$ cat config.mk
export PLATFORM = sky130hd
export DESIGN_NAME = i2c_slave_regfile
export DESIGN_NICKNAME = d
export VERILOG_FILES = /design/src/rtl/i2c_regfile_pkg.sv /design/src/rtl/i2c_slave_serializer_rw.sv /design/src/rtl/i2c_slave_regfile.sv
export SDC_FILE = /design/constraint.sdc
export NUM_CORES = 1
export LEC_CHECK = 0
export CAP_MARGIN = 0
export CELL_PAD_IN_SITES_DETAIL_PLACEMENT = 1
export CELL_PAD_IN_SITES_GLOBAL_PLACEMENT = 2
export CORE_ASPECT_RATIO = 1.4
export CORE_UTILIZATION = 38
export DETAILED_ROUTE_END_ITERATION = 16
export PLACE_DENSITY_LB_ADDON = 0.15
export SLEW_MARGIN = 30
export SYNTH_ARGS = -nofsm -noshare
export SYNTH_HDL_FRONTEND = slang
export SYNTH_HIERARCHICAL = 1
export SYNTH_SLANG_ARGS = --single-unit
$ cat constraint.sdc
create_clock -name clk -period 3.4 [get_ports clk]
set_clock_uncertainty 0.05 [all_clocks]
set_input_delay 0.85 -clock clk [delete_from_list [all_inputs] [get_ports clk]]
set_output_delay 0.85 -clock clk [all_outputs]
set_load 0.02 [all_outputs]
$ cat src/rtl/i2c_regfile_pkg.sv
// Shared types and constants for the I2C slave register file.
package i2c_regfile_pkg;

  localparam int BYTE_W = 8;
  localparam int ADDR_W = 7;

  typedef enum logic [2:0] {
    IDLE,
    ADDR,
    PTR,
    WDATA,
    RDATA
  } state_t;

  function automatic int ptr_w(input int num_regs);
    return (num_regs > 1) ? $clog2(num_regs) : 1;
  endfunction

endpackage

$ cat src/rtl/i2c_slave_serializer_rw.sv
// Bit-level I2C framing: start/stop detection, byte receive with ACK drive,
// byte transmit with master ACK sampling. SDA only changes while SCL is low.
module i2c_slave_serializer_rw
  import i2c_regfile_pkg::*;
(
  input  logic              clk,
  input  logic              reset_n,
  input  logic              scl,
  input  logic              sda_in,
  output logic              sda_out,
  output logic              start,
  output logic              stop,
  output logic              wr,
  output logic [BYTE_W-1:0] write_data,
  input  logic              wr_ack,
  input  logic              tx_en,
  output logic              rd_req,
  input  logic [BYTE_W-1:0] read_data,
  output logic              master_ack,
  output logic              rd_done
);

  logic              r_scl_d;
  logic              r_sda_d;
  logic [3:0]        r_bit_cnt;
  logic              r_ninth;
  logic              r_tx;
  logic              r_ack;
  logic [BYTE_W-1:0] r_shift;
  logic              r_sda_out;

  logic w_scl_rise;
  logic w_scl_fall;

  assign w_scl_rise = scl & ~r_scl_d;
  assign w_scl_fall = ~scl & r_scl_d;

  assign start      = scl & r_scl_d & r_sda_d & ~sda_in;
  assign stop       = scl & r_scl_d & ~r_sda_d & sda_in;
  assign wr         = w_scl_rise & ~r_tx & (r_bit_cnt == 4'd7);
  assign write_data = {r_shift[BYTE_W-2:0], sda_in};
  assign rd_done    = w_scl_rise & r_tx & (r_bit_cnt == 4'd8);
  assign master_ack = ~sda_in;
  assign rd_req     = w_scl_fall & r_ninth & tx_en;
  assign sda_out    = r_sda_out;

  always_ff @(posedge clk or negedge reset_n) begin
    if (!reset_n) begin
      r_scl_d   <= 1'b1;
      r_sda_d   <= 1'b1;
      r_bit_cnt <= 4'd0;
      r_ninth   <= 1'b0;
      r_tx      <= 1'b0;
      r_ack     <= 1'b0;
      r_shift   <= '0;
      r_sda_out <= 1'b1;
    end else begin
      r_scl_d <= scl;
      r_sda_d <= sda_in;
      if (start || stop) begin
        r_bit_cnt <= 4'd0;
        r_ninth   <= 1'b0;
        r_tx      <= 1'b0;
        r_ack     <= 1'b0;
        r_sda_out <= 1'b1;
      end else if (w_scl_rise) begin
        if (r_bit_cnt < 4'd8) begin
          r_bit_cnt <= r_bit_cnt + 4'd1;
          if (!r_tx) r_shift <= write_data;
          if (wr) r_ack <= wr_ack;
        end else begin
          r_ninth <= 1'b1;
        end
      end else if (w_scl_fall) begin
        if ((r_bit_cnt == 4'd8) && !r_ninth) begin
          // ninth clock: slave ACK on receive, bus released for master on transmit
          r_sda_out <= r_tx ? 1'b1 : ~r_ack;
        end else if (r_ninth) begin
          r_bit_cnt <= 4'd0;
          r_ninth   <= 1'b0;
          r_ack     <= 1'b0;
          if (tx_en) begin
            r_tx      <= 1'b1;
            r_sda_out <= read_data[BYTE_W-1];
            r_shift   <= {read_data[BYTE_W-2:0], 1'b0};
          end else begin
            r_tx      <= 1'b0;
            r_sda_out <= 1'b1;
          end
        end else if (r_tx && (r_bit_cnt != 4'd0)) begin
          r_sda_out <= r_shift[BYTE_W-1];
          r_shift   <= {r_shift[BYTE_W-2:0], 1'b0};
        end
      end
    end
  end

endmodule

$ cat src/rtl/i2c_slave_regfile.sv
// I2C slave register file with shadowed writes committed on stop.
// Read-back path compiled in only when I2C_REGFILE_READ_EN is defined.
//   state | meaning
//   IDLE  | ignore bus until next start
//   ADDR  | receive address byte
//   PTR   | receive register pointer
//   WDATA | receive data bytes into shadow
//   RDATA | transmit committed register bytes
module i2c_slave_regfile
  import i2c_regfile_pkg::*;
#(
  parameter logic [ADDR_W-1:0] I2C_ADDRESS = 7'h00,
  parameter int                NUM_REGS    = 4,
  parameter int                REG_BYTES   = 2,
  parameter logic [NUM_REGS*REG_BYTES*BYTE_W-1:0] RESET_VALUE = '0
)
(
  input  logic                               clk,
  input  logic                               reset_n,
  input  logic                               scl,
  input  logic                               sda_in,
  output logic                               sda_out,
  output logic [NUM_REGS*REG_BYTES*BYTE_W-1:0] reg_out,
  output logic                               update
);

  localparam int REG_W = REG_BYTES * BYTE_W;
  localparam int TOT_W = NUM_REGS * REG_W;
  localparam int PW    = ptr_w(NUM_REGS);
  localparam int IDX_W = (REG_BYTES > 1) ? $clog2(REG_BYTES) : 1;

  localparam logic [PW-1:0]     PTR_LAST   = PW'(NUM_REGS - 1);
  localparam logic [IDX_W-1:0]  IDX_LAST   = IDX_W'(REG_BYTES - 1);
  localparam logic [BYTE_W-1:0] NUM_REGS_B = BYTE_W'(NUM_REGS);

  state_t             r_state;
  state_t             w_state_nxt;
  logic [PW-1:0]      r_ptr;
  logic [IDX_W-1:0]   r_idx;
  logic [REG_W-1:0]   r_stage;
  logic [TOT_W-1:0]   r_shadow;
  logic               r_pend;
  logic [TOT_W-1:0]   r_reg_out;
  logic               r_update;

  logic               w_start;
  logic               w_stop;
  logic               w_wr;
  logic [BYTE_W-1:0]  w_write_data;
  logic               w_wr_ack;
  logic               w_tx_en;
  logic               w_rd_req;
  logic [BYTE_W-1:0]  w_read_data;
  logic               w_master_ack;
  logic               w_rd_done;

  logic [PW-1:0]      w_ptr_inc;
  logic               w_addr_hit;
  logic [REG_W-1:0]   w_stage_nxt;

  assign w_ptr_inc   = (r_ptr == PTR_LAST) ? '0 : r_ptr + 1'b1;
  assign w_addr_hit  = (w_write_data[BYTE_W-1:1] == I2C_ADDRESS);
  assign w_stage_nxt = REG_W'({r_stage, w_write_data});

  assign reg_out = r_reg_out;
  assign update  = r_update;

  i2c_slave_serializer_rw u_ser (
    .clk        (clk),
    .reset_n    (reset_n),
    .scl        (scl),
    .sda_in     (sda_in),
    .sda_out    (sda_out),
    .start      (w_start),
    .stop       (w_stop),
    .wr         (w_wr),
    .write_data (w_write_data),
    .wr_ack     (w_wr_ack),
    .tx_en      (w_tx_en),
    .rd_req     (w_rd_req),
    .read_data  (w_read_data),
    .master_ack (w_master_ack),
    .rd_done    (w_rd_done)
  );

`ifdef I2C_REGFILE_READ_EN
  int w_rd_base;

  assign w_tx_en = (r_state == RDATA);

  always_comb begin
    w_rd_base   = int'(r_ptr) * REG_W + (REG_BYTES - 1 - int'(r_idx)) * BYTE_W;
    w_read_data = r_reg_out[w_rd_base +: BYTE_W];
  end
`else
  logic w_unused_rd;

  assign w_tx_en     = 1'b0;
  assign w_read_data = '0;
  assign w_unused_rd = w_rd_req ^ w_rd_done ^ w_master_ack;
`endif

  always_ff @(posedge clk or negedge reset_n) begin
    if (!reset_n) r_state <= IDLE;
    else          r_state <= w_state_nxt;
  end

  always_comb begin
    w_state_nxt = r_state;
    w_wr_ack    = 1'b0;
    if (w_stop) begin
      w_state_nxt = IDLE;
    end else if (w_start) begin
      w_state_nxt = ADDR;
    end else if (w_wr) begin
      case (r_state)
        ADDR: begin
          if (!w_addr_hit) begin
            w_state_nxt = IDLE;
          end else if (!w_write_data[0]) begin
            w_wr_ack    = 1'b1;
            w_state_nxt = PTR;
          end else begin
`ifdef I2C_REGFILE_READ_EN
            w_wr_ack    = 1'b1;
            w_state_nxt = RDATA;
`else
            w_state_nxt = IDLE;
`endif
          end
        end
        PTR: begin
          if (w_write_data < NUM_REGS_B) begin
            w_wr_ack    = 1'b1;
            w_state_nxt = WDATA;
          end else begin
            w_state_nxt = IDLE;
          end
        end
        WDATA:   w_wr_ack = 1'b1;
        default: ;
      endcase
    end else if (w_rd_done && (r_state == RDATA) && !w_master_ack) begin
      w_state_nxt = IDLE;
    end
  end

  // Bytes are staged so that a register only reaches its shadow once complete.
  always_ff @(posedge clk or negedge reset_n) begin
    if (!reset_n) begin
      r_ptr     <= '0;
      r_idx     <= '0;
      r_stage   <= '0;
      r_shadow  <= RESET_VALUE;
      r_pend    <= 1'b0;
      r_reg_out <= RESET_VALUE;
      r_update  <= 1'b0;
    end else begin
      r_update <= 1'b0;
      if (w_stop) begin
        r_idx <= '0;
        if (r_pend) begin
          r_reg_out <= r_shadow;
          r_update  <= 1'b1;
          r_pend    <= 1'b0;
        end
      end else if (w_start) begin
        r_idx <= '0;
      end else if (w_wr && w_wr_ack) begin
        if (r_state == PTR) begin
          r_ptr <= w_write_data[PW-1:0];
          r_idx <= '0;
        end else if (r_state == WDATA) begin
          r_stage <= w_stage_nxt;
          if (r_idx == IDX_LAST) begin
            r_shadow[int'(r_ptr)*REG_W +: REG_W] <= w_stage_nxt;
            r_pend <= 1'b1;
            r_idx  <= '0;
            r_ptr  <= w_ptr_inc;
          end else begin
            r_idx <= r_idx + 1'b1;
          end
        end
      end else if (w_rd_req) begin
        if (r_idx == IDX_LAST) begin
          r_idx <= '0;
          r_ptr <= w_ptr_inc;
        end else begin
          r_idx <= r_idx + 1'b1;
        end
      end
    end
  end

endmodule

Word-level counts from Yosys, hierarchy flattened
Index checks and enable logic that the tools add are counted.
- add/subtract/negate cells: 4
- $mul: 0
- div/mod/pow operators: 0
- order comparisons: 2
- eq/ne operators: 20
- shift-type cells: 2
- mux-type cells: 68
- bitwise logic cells: 21
- reductions and logical operators: 37
- operators with widths (operator ; number):
    $bwmux 64 ; 1
    $shift 16x33->64 const A ; 1
    $shiftx 16x33->64 ; 1
    $mux 8 ; 7
    $mux 1 ; 41
    $neg 6->33 ; 1
    $mux 4 ; 6
    $reduce_and 5->1 ; 4
    $reduce_bool 2->1 ; 9
    $reduce_bool 4->1 ; 4
    $mux 2 ; 7
    $mux 3 ; 4
    $and 1x1->1 ; 11
    $ne 2x2->1 const B ; 5
    $not 1->1 ; 10
    $ne 3x3->1 const B ; 3
    $reduce_bool 3->1 ; 3
    $lt 8x3->1 const B ; 1
    $reduce_and 4->1 ; 2
    $logic_not 7->1 ; 1
    $reduce_and 7->1 ; 1
    $eq 3x2->1 const B ; 2
    $ne 2x1->1 const B ; 3
    $pmux 3 s2 ; 1
    18 further kinds ; 25
- register bits after elaboration: 162
- latch bits: 0
- memory bits (writable): 0
- bits in read-only memories: 0
- output and inout bits: 66
- memories: 0

Depth between registers and ports, before layout
Gate-level depths: netlist (run 1).
- depth after elaboration: 11
- gate-level depth with buffers: 11
- gate-level depth less buffers: 9

By module
The synthesis (run 1) kept the hierarchy.
- by module, submodules not included (module ; instances ; cells an instance ; area an instance (um^2) ; sequential area each (um^2)):
    i2c_slave_regfile ; 1 ; 495 ; 5778.0 ; 3578.4
    i2c_slave_serializer_rw ; 1 ; 110 ; 1128.6 ; 454.2

Worst setup path after synthesis (run 1)
No wires, ideal clock.
- path kind: input-to-reg
- start: in scl
- end: reg r_stage[0]
- data arrival time: 2.707 ns
- data required time: 3.225 ns
- slack: 0.518 ns
- stages: 7
- cell sequence: ha_1 buf_6 nand2b_1 nor3_1 or3b_4 nor2_4 mux2_2
- word-level cells in the longest chain between the ends: 8
- elaborated cells on any way between the ends: 15
- those cells by class: mux (3); bitwise (10); reduce/logical (2)
- ends and longest elaborated chain (what ; RTL line ; text):
    from (decl) ; i2c_slave_regfile.sv:20 ; input logic scl,
    $and 1x1->1 (*) ; i2c_slave_serializer_rw.sv:35 ; assign w_scl_rise = scl & ~r_scl_d;
    $and 1x1->1 (*) (2 in series) ; i2c_slave_serializer_rw.sv:40 ; assign wr = w_scl_rise & ~r_tx & (r_bit_cnt == 4'd7);
    via w_wr ; i2c_slave_regfile.sv:48 ; logic w_wr;
    $mux 1 ; i2c_slave_regfile.sv:115 ; end else if (w_wr) begin
    $mux 1 ; i2c_slave_regfile.sv:113 ; end else if (w_start) begin
    $mux 1 ; i2c_slave_regfile.sv:111 ; if (w_stop) begin
    $logic_and 1x1->1 (*) ; i2c_slave_regfile.sv:169 ; end else if (w_wr && w_wr_ack) begin
    $reduce_and 5->1 (no source line) (*) ; -- ;
    to (signal assigned) ; i2c_slave_regfile.sv:174 ; r_stage <= w_stage_nxt;
    to (decl) ; i2c_slave_regfile.sv:40 ; logic [REG_W-1:0] r_stage;
The timed path passes the listed nets; every way through them passes the cells marked *.
A chain may end at the register's enable or synchronous reset.

Final worst setup path (run 1)
- start: in scl
- end: reg r_stage[7]
Same word-level chain as after synthesis.

==> flow_results.xml, run 1 <==
<?xml version="1.0" encoding="UTF-8"?>
<metrics>
  <group name="sta">
    <metric name="max_freq" unit="GHz">0.3553</metric>
    <metric name="final_min_period_over_clock_period" unit="%">82.78</metric>
    <metric name="timing.max_slew.rel_slack" unit="%">53.85</metric>
    <metric name="finalHoldViolCount" unit="">0</metric>
    <metric name="aggregate_negative_setup_slack" unit="ns">0</metric>
    <metric name="setup_viol_count_final" unit="">0</metric>
    <metric name="final_period_minus_worst_setup_slack" unit="ns">2.815</metric>
    <metric name="pins_over_their_slew_limit" unit="">0</metric>
    <metric name="worst-slew-pin-transition" unit="ns">0.6923</metric>
    <metric name="unrepaired_setup_endpoints_after_global_routing" unit="">no</metric>
    <metric name="final.setup.worst_slack" unit="ns">0.5855</metric>
  </group>
  <group name="detailed_routing">
    <metric name="drtAntennaViolNets" unit="">0</metric>
    <metric name="drtIter0Drc" unit="">140</metric>
    <metric name="vias" unit="">4584</metric>
    <metric name="drt-vias-per-instance" unit="">4.892</metric>
    <metric name="wl_per_cell" unit="um">17.04</metric>
    <metric name="detail_route.drc_violations" unit="">0</metric>
    <metric name="detail_route.wirelength" unit="mm">15.97</metric>
    <metric name="count_of_tritonroute_iterations_in_the_first_routing_pass" unit="">4</metric>
  </group>
  <group name="die">
    <metric name="core_region_area" unit="sq um">17540</metric>
    <metric name="die_h" unit="um">161.4</metric>
    <metric name="io_pins" unit="">70</metric>
    <metric name="chipWidth" unit="um">115.9</metric>
    <metric name="initial_utilization" unit="%">39.32</metric>
    <metric name="die_area" unit="sq um">18710</metric>
    <metric name="std_cell_rows" unit="">57</metric>
  </group>
  <group name="clocking">
    <metric name="worstSkewPairLatency" unit="ns">0.42</metric>
    <metric name="ctsHoldBuffers" unit="">0</metric>
    <metric name="clock-sinks" unit="">161</metric>
    <metric name="ctsResizeCount" unit="">0</metric>
    <metric name="num_cts_buffers" unit="">17</metric>
    <metric name="clk_pin_slew" unit="ns">0.06</metric>
    <metric name="h-tree-depth" unit="">4</metric>
    <metric name="cts_tree" unit="">yes</metric>
    <metric name="clockBufferDepth" unit="">2</metric>
    <metric name="cts_root_buffer" unit="">clkbuf_16</metric>
    <metric name="postCtsSetupBuffers" unit="">0</metric>
  </group>
  <group name="power">
    <metric name="ir_drop" unit="mV">0.2937</metric>
    <metric name="post_route_total_power" unit="mW">4.360</metric>
    <metric name="cellPowerDensity" unit="nW/um^2">513.5</metric>
    <metric name="cellLeakagePower" unit="nW">3.897</metric>
  </group>
  <group name="critical_path">
    <metric name="slowest_stage" unit="">clkdlybuf4s50_1</metric>
    <metric name="worst_r2r_endpoint" unit="">r_stage[7]$_DFFE_PN0P_</metric>
    <metric name="timing.reg2reg.setup_slack" unit="ns">1.14</metric>
    <metric name="worstPathMaxFanout" unit="">8</metric>
    <metric name="timing.reg2reg.worst_path_depth" unit="">5</metric>
    <metric name="critical_path_start_type" unit="">input pin</metric>
    <metric name="crit_required" unit="ns">3.65</metric>
    <metric name="timing.critical_path.to_type" unit="">flop</metric>
    <metric name="timing.critical_path.arrival" unit="ns">3.07</metric>
    <metric name="path_cells" unit="">clkdlybuf4s50_1, ha_1, nand2b_1, nor3_1, or3b_4, nor2_4, mux2_2</metric>
    <metric name="class_of_the_most_critical_setup_path" unit="">input pin to flop</metric>
    <metric name="timing.critical_path.slowest_cell_delay" unit="ns">0.53</metric>
    <metric name="reg_to_reg_start" unit="">u_ser/r_bit_cnt[3]$_DFFE_PN0P_</metric>
  </group>
  <group name="yosys">
    <metric name="netlist_area" unit="sq um">6899</metric>
    <metric name="synthesis.instances" unit="">603</metric>
    <metric name="yosys_warnings" unit="">6</metric>
    <metric name="postSynthAreaPerCell" unit="sq um">11.44</metric>
  </group>
  <group name="global_route">
    <metric name="first_global_vias" unit="">4884</metric>
    <metric name="grt_antenna_before_repair" unit="">0</metric>
    <metric name="gr_overflow_total" unit="">0</metric>
    <metric name="grt_first_pass_wirelength" unit="mm">26.58</metric>
    <metric name="grt_util_all_layers" unit="%">18.94</metric>
    <metric name="grt_start_max_net_pins" unit="">75</metric>
  </group>
  <group name="layout">
    <metric name="area_added_between_synthesis_and_finish" unit="%">23.07</metric>
    <metric name="layout.cells.most_common_list" unit="">158 x dfrtp_1, 147 x nand2_1, 87 x mux2_2, 68 x clkdlybuf4s50_1, 67 x o21ai_0</metric>
    <metric name="num-nets-final" unit="">703</metric>
    <metric name="final_layout_size_suffix_gt1_share" unit="%">23.11</metric>
    <metric name="num-fill-cells" unit="">1894</metric>
    <metric name="most_common_library_cell_in_the_layout_ignoring_fill_and_taps" unit="">dfrtp_1</metric>
    <metric name="utilization" unit="%">48.40</metric>
    <metric name="finish.instance_area" unit="sq um">8491</metric>
    <metric name="antenna_cells_inserted" unit="">0</metric>
    <metric name="area_of_combinational_cells_with_multiple_inputs" unit="sq um">2676</metric>
    <metric name="regArea" unit="sq um">4033</metric>
  </group>
  <group name="place">
    <metric name="detailedPlacementHpwl" unit="mm">11.21</metric>
    <metric name="place_worst_setup_slack" unit="ns">0.1190</metric>
    <metric name="count_of_port_buffers_added_during_placement" unit="">69</metric>
    <metric name="placedInstanceArea" unit="sq um">7908</metric>
    <metric name="gpl.final_weighted_congestion" unit="">0.7675</metric>
  </group>
  <group name="run">
    <metric name="number_of_maximum_capacitance_constraint_violations" unit="">0</metric>
  </group>
  <group name="run_status">
    <metric name="status" unit="">finished, final reports clean</metric>
  </group>
  <group name="worst_hold_path">
    <metric name="holdCritPathClass" unit="">input pin to async pin</metric>
  </group>
</metrics>
==> layer usage <==
metal,vias to the layer above,track usage [%],part of all wire (%)
li1,2187,-,-
met1,2309,23.48,42
met2,71,32.68,53
met3,17,4.165,2.8
met4,0,5.536,1.5
met5,-,0,0
==> area by class of cell <==
class	instances	area share (%)
Clock inverter	14	1.547
Multi-Input combinational cell	406	31.52
Clock buffer	18	5.172
Timing Repair Buffer	89	10.21
Inverter	13	0.5747
Sequential cell	161	47.49
Tap cell	236	3.478
==> power by group <==
part           internal (mW)  switching, mW
clock network           1.04          0.794
registers               1.98          0.166
logic                  0.172          0.213
==> stage by stage <==
stage | hold slack [ns] | instances
5_1_grt | 0.4311 | 937
3_3_place_gp | 0.4109 | 905
6_report | 0.3826 | 937
2_1_floorplan | 0.3960 | 614
3_5_place_dp | 0.4219 | 905
4_1_cts | 0.4108 | 937
==> critical path, delay by kind of cell <==
| kind | cells | cell delay (ns) |
|---|---|---|
| fa+ha+maj | 1 | 0.18 |
| buf+inv | 1 | 0.53 |
| mux | 1 | 0.37 |
| simple gates | 4 | 1.13 |
==> sequential cells by signal, summed over array words and instances, names as in the netlist <==
signal	cells
r_shadow	64
r_state	2
r_idx	1
reg_out	64
r_ptr	2
u_ser/r_ack	1
u_ser/sda_out	1
r_pend	1
u_ser/r_ninth	1
r_stage	8
u_ser/r_shift	8
u_ser/r_tx	1
u_ser/r_scl_d	1
u_ser/r_sda_d	1
update	1
u_ser/r_bit_cnt	4
==> worst max path at each step <==
stage / start / slack, ns / to / cells past startpoint
finish: scl / 0.59 / r_stage[7]$_DFFE_PN0P_ / 7
global route: scl / 0.33 / r_shadow[32]$_DFFE_PN0P_ / 10
CTS: scl / 0.58 / r_stage[7]$_DFFE_PN0P_ / 7
detailed placement: scl / 0.12 / r_stage[7]$_DFFE_PN0P_ / 7
global placement: scl / 0.18 / r_stage[3]$_DFFE_PN0P_ / 7
floorplan: scl / 0.52 / r_stage[0]$_DFFE_PN0P_ / 7
(Power assumes the default switching activity.)
==> inputs of run 2 (changes only) <==
Settings changed: CORE_UTILIZATION 38 to 34.
Clock period 3.4 ns to 2.5 ns, I/O delays scaled along.
==> run 2 against run 1 <==
Compared with the run above: flip-flop and latch count did not move; sequential power increased by 30%; hold slack got worse by 0.33 ns; global-route usage is 1.6 points lower; clock power increased by 37%; largest cell class unchanged.
==> flow_results.xml, run 2 (synthesized netlist as in run 1, its figures left out) <==
<?xml version="1.0" encoding="UTF-8"?>
<metrics>
  <group name="run_status">
    <metric name="status" unit="">finished, final reports clean</metric>
  </group>
  <group name="die">
    <metric name="die_area" unit="sq um">20870</metric>
    <metric name="io_pins" unit="">70</metric>
    <metric name="die_h" unit="um">170.5</metric>
    <metric name="core_region_area" unit="sq um">19840</metric>
    <metric name="std_cell_rows" unit="">61</metric>
    <metric name="initial_utilization" unit="%">34.77</metric>
    <metric name="chipWidth" unit="um">122.4</metric>
  </group>
  <group name="critical_path">
    <metric name="worst_r2r_endpoint" unit="">r_stage[2]$_DFFE_PN0P_</metric>
    <metric name="timing.critical_path.to_type" unit="">flop</metric>
    <metric name="slowest_stage" unit="">clkdlybuf4s50_1</metric>
    <metric name="timing.reg2reg.worst_path_depth" unit="">7</metric>
    <metric name="timing.reg2reg.setup_slack" unit="ns">0.36</metric>
    <metric name="worstPathMaxFanout" unit="">8</metric>
    <metric name="path_cells" unit="">clkdlybuf4s50_1, buf_4, xor2_1, and2_4, buf_4, nor3_1, buf_4, nand2_1, o21ai_0</metric>
    <metric name="critical_path_start_type" unit="">input pin</metric>
    <metric name="reg_to_reg_start" unit="">u_ser/r_scl_d$_DFF_PN1_</metric>
    <metric name="timing.critical_path.arrival" unit="ns">2.52</metric>
    <metric name="class_of_the_most_critical_setup_path" unit="">input pin to flop</metric>
    <metric name="timing.critical_path.slowest_cell_delay" unit="ns">0.48</metric>
    <metric name="crit_required" unit="ns">2.79</metric>
    <metric name="crit_top_cell" unit="">buf_4</metric>
  </group>
  <group name="place">
    <metric name="placedInstanceArea" unit="sq um">8115</metric>
    <metric name="place_worst_setup_slack" unit="ns">-0.4809</metric>
    <metric name="gpl.final_weighted_congestion" unit="">0.7782</metric>
    <metric name="count_of_port_buffers_added_during_placement" unit="">69</metric>
    <metric name="detailedPlacementHpwl" unit="mm">11.43</metric>
  </group>
  <group name="clocking">
    <metric name="cts_tree" unit="">yes</metric>
    <metric name="h-tree-depth" unit="">4</metric>
    <metric name="clock-sinks" unit="">161</metric>
    <metric name="cts_root_buffer" unit="">clkbuf_16</metric>
    <metric name="clk_pin_slew" unit="ns">0.07</metric>
    <metric name="worstSkewPairLatency" unit="ns">0.43</metric>
    <metric name="clockBufferDepth" unit="">2</metric>
    <metric name="num_cts_buffers" unit="">17</metric>
  </group>
  <group name="sta">
    <metric name="unrepaired_setup_endpoints_after_global_routing" unit="">no</metric>
    <metric name="setup_viol_count_final" unit="">0</metric>
    <metric name="pins_over_their_slew_limit" unit="">0</metric>
    <metric name="max_freq" unit="GHz">0.4483</metric>
    <metric name="aggregate_negative_setup_slack" unit="ns">0</metric>
    <metric name="final_min_period_over_clock_period" unit="%">89.22</metric>
    <metric name="final.setup.worst_slack" unit="ns">0.2695</metric>
    <metric name="finalHoldViolCount" unit="">0</metric>
    <metric name="final_period_minus_worst_setup_slack" unit="ns">2.231</metric>
    <metric name="fin_hold_ws" unit="ns">0.05488</metric>
  </group>
  <group name="run">
    <metric name="number_of_maximum_capacitance_constraint_violations" unit="">0</metric>
  </group>
  <group name="layout">
    <metric name="num-nets-final" unit="">725</metric>
    <metric name="antenna_cells_inserted" unit="">0</metric>
    <metric name="final_layout_size_suffix_gt1_share" unit="%">26.28</metric>
    <metric name="layout.cells.most_common_list" unit="">158 x dfrtp_1, 146 x nand2_1, 87 x mux2_2, 67 x clkdlybuf4s50_1, 65 x o21ai_0</metric>
    <metric name="finish.instance_area" unit="sq um">8768</metric>
    <metric name="num-fill-cells" unit="">2169</metric>
    <metric name="area_added_between_synthesis_and_finish" unit="%">27.09</metric>
    <metric name="most_common_library_cell_in_the_layout_ignoring_fill_and_taps" unit="">dfrtp_1</metric>
  </group>
  <group name="detailed_routing">
    <metric name="total_routed_wire_length_on_the_met1_layer" unit="mm">6.691</metric>
    <metric name="drtIter0Drc" unit="">168</metric>
    <metric name="vias" unit="">4658</metric>
    <metric name="routed-wl-met3" unit="um">361</metric>
    <metric name="drt-vias-per-instance" unit="">4.777</metric>
    <metric name="met2_wirelength" unit="mm">9.017</metric>
    <metric name="detail_route.wirelength" unit="mm">16.34</metric>
    <metric name="top_layer_used" unit="">met4</metric>
    <metric name="drtAntennaViolNets" unit="">0</metric>
    <metric name="wl_per_cell" unit="um">16.76</metric>
    <metric name="count_of_tritonroute_iterations_in_the_first_routing_pass" unit="">4</metric>
    <metric name="detail_route.drc_violations" unit="">0</metric>
  </group>
  <group name="power">
    <metric name="cellPowerDensity" unit="nW/um^2">687.8</metric>
    <metric name="post_route_total_power" unit="mW">6.031</metric>
    <metric name="ir_drop" unit="mV">0.3701</metric>
    <metric name="cellLeakagePower" unit="nW">4.036</metric>
  </group>
  <group name="global_route">
    <metric name="grt_first_pass_wirelength" unit="mm">26.95</metric>
    <metric name="first_global_vias" unit="">5079</metric>
    <metric name="grt_start_max_net_pins" unit="">69</metric>
    <metric name="gr_overflow_total" unit="">0</metric>
    <metric name="grt_util_all_layers" unit="%">17.31</metric>
    <metric name="grt_antenna_before_repair" unit="">0</metric>
  </group>
  <group name="worst_hold_path">
    <metric name="holdCritPathClass" unit="">input pin to async pin</metric>
  </group>
</metrics>
## run 2: cell types whose count changed in the layout (fill, tap and decap cells not counted), moves of 3 or more
cell	previous run	this run
buf_12	2	5
buf_4	18	34
buf_6	1	4
inv_6	4	1
## run 2: worst max-delay path by stage
stage                start                        endpoint  slack, ns  depth (start not counted)
finish              sda_in  u_ser/r_bit_cnt[1]$_DFFE_PN0P_       0.27                          9
global route        sda_in  u_ser/r_bit_cnt[3]$_DFFE_PN0P_       0.16                          9
CTS                    scl        r_shadow[53]$_DFFE_PN0P_      0.004                         12
detailed placement     scl          r_stage[2]$_DFFE_PN0P_      -0.48                          7
global placement       scl          r_stage[0]$_DFFE_PN0P_      -0.41                          7
floorplan              scl          r_stage[0]$_DFFE_PN0P_       0.02                          7
## run 2: timing repair
action	4_1_cts	5_1_grt
gates cloned	0	0
resized for setup	1	17
hold buffers	0	0
pin swaps	3	6
setup endpoints to repair	11	75
setup buffers	0	1
hold endpoints to repair	0	0
## run 2: per-layer routing
| layer | up-vias | global-route usage [%] |
|---|---|---|
| met3 | 22 | 3.533 |
| li1 | 2229 | - |
| met1 | 2356 | 19.56 |
| met5 | - | 0 |
| met2 | 51 | 31.88 |
| met4 | 0 | 5.779 |
## run 2: area by class of cell
class                   instances  area [sq um]  share of cell area [%]
clock buffers                  20         466.7                   5.322
clock inverters                12         107.6                   1.227
inverters                      13         48.80                  0.5565
multi-input cells             406          2714                   30.95
flip-flops and latches        161          4033                   45.99
well taps                     252         315.3                   3.596
repair buffers                111          1084                   12.36
## run 2: worst max-delay path: cells and delay by family
family	cells	cell delay, ns
XOR/XNOR	1	0.18
buffers and inverters	4	1.05
AO/OA/AOI/OAI	1	0.09
AND/OR/NAND/NOR	3	0.56
## run 2: through the flow
| stage | util, % | instances |
|---|---|---|
| 3_3_place_gp | 40.90 | 942 |
| 6_report | 44.19 | 975 |
| 3_5_place_dp | 40.90 | 942 |
| 5_1_grt | 44.19 | 975 |
| 4_1_cts | 43.80 | 974 |
| 2_1_floorplan | - | 614 |
## run 2: report_power, final
| part | switching [mW] | internal, mW |
|---|---|---|
| Clock | 1.06 | 1.45 |
| Combinational | 0.438 | 0.289 |
| Sequential | 0.103 | 2.70 |
| Total | 1.60 | 4.43 |
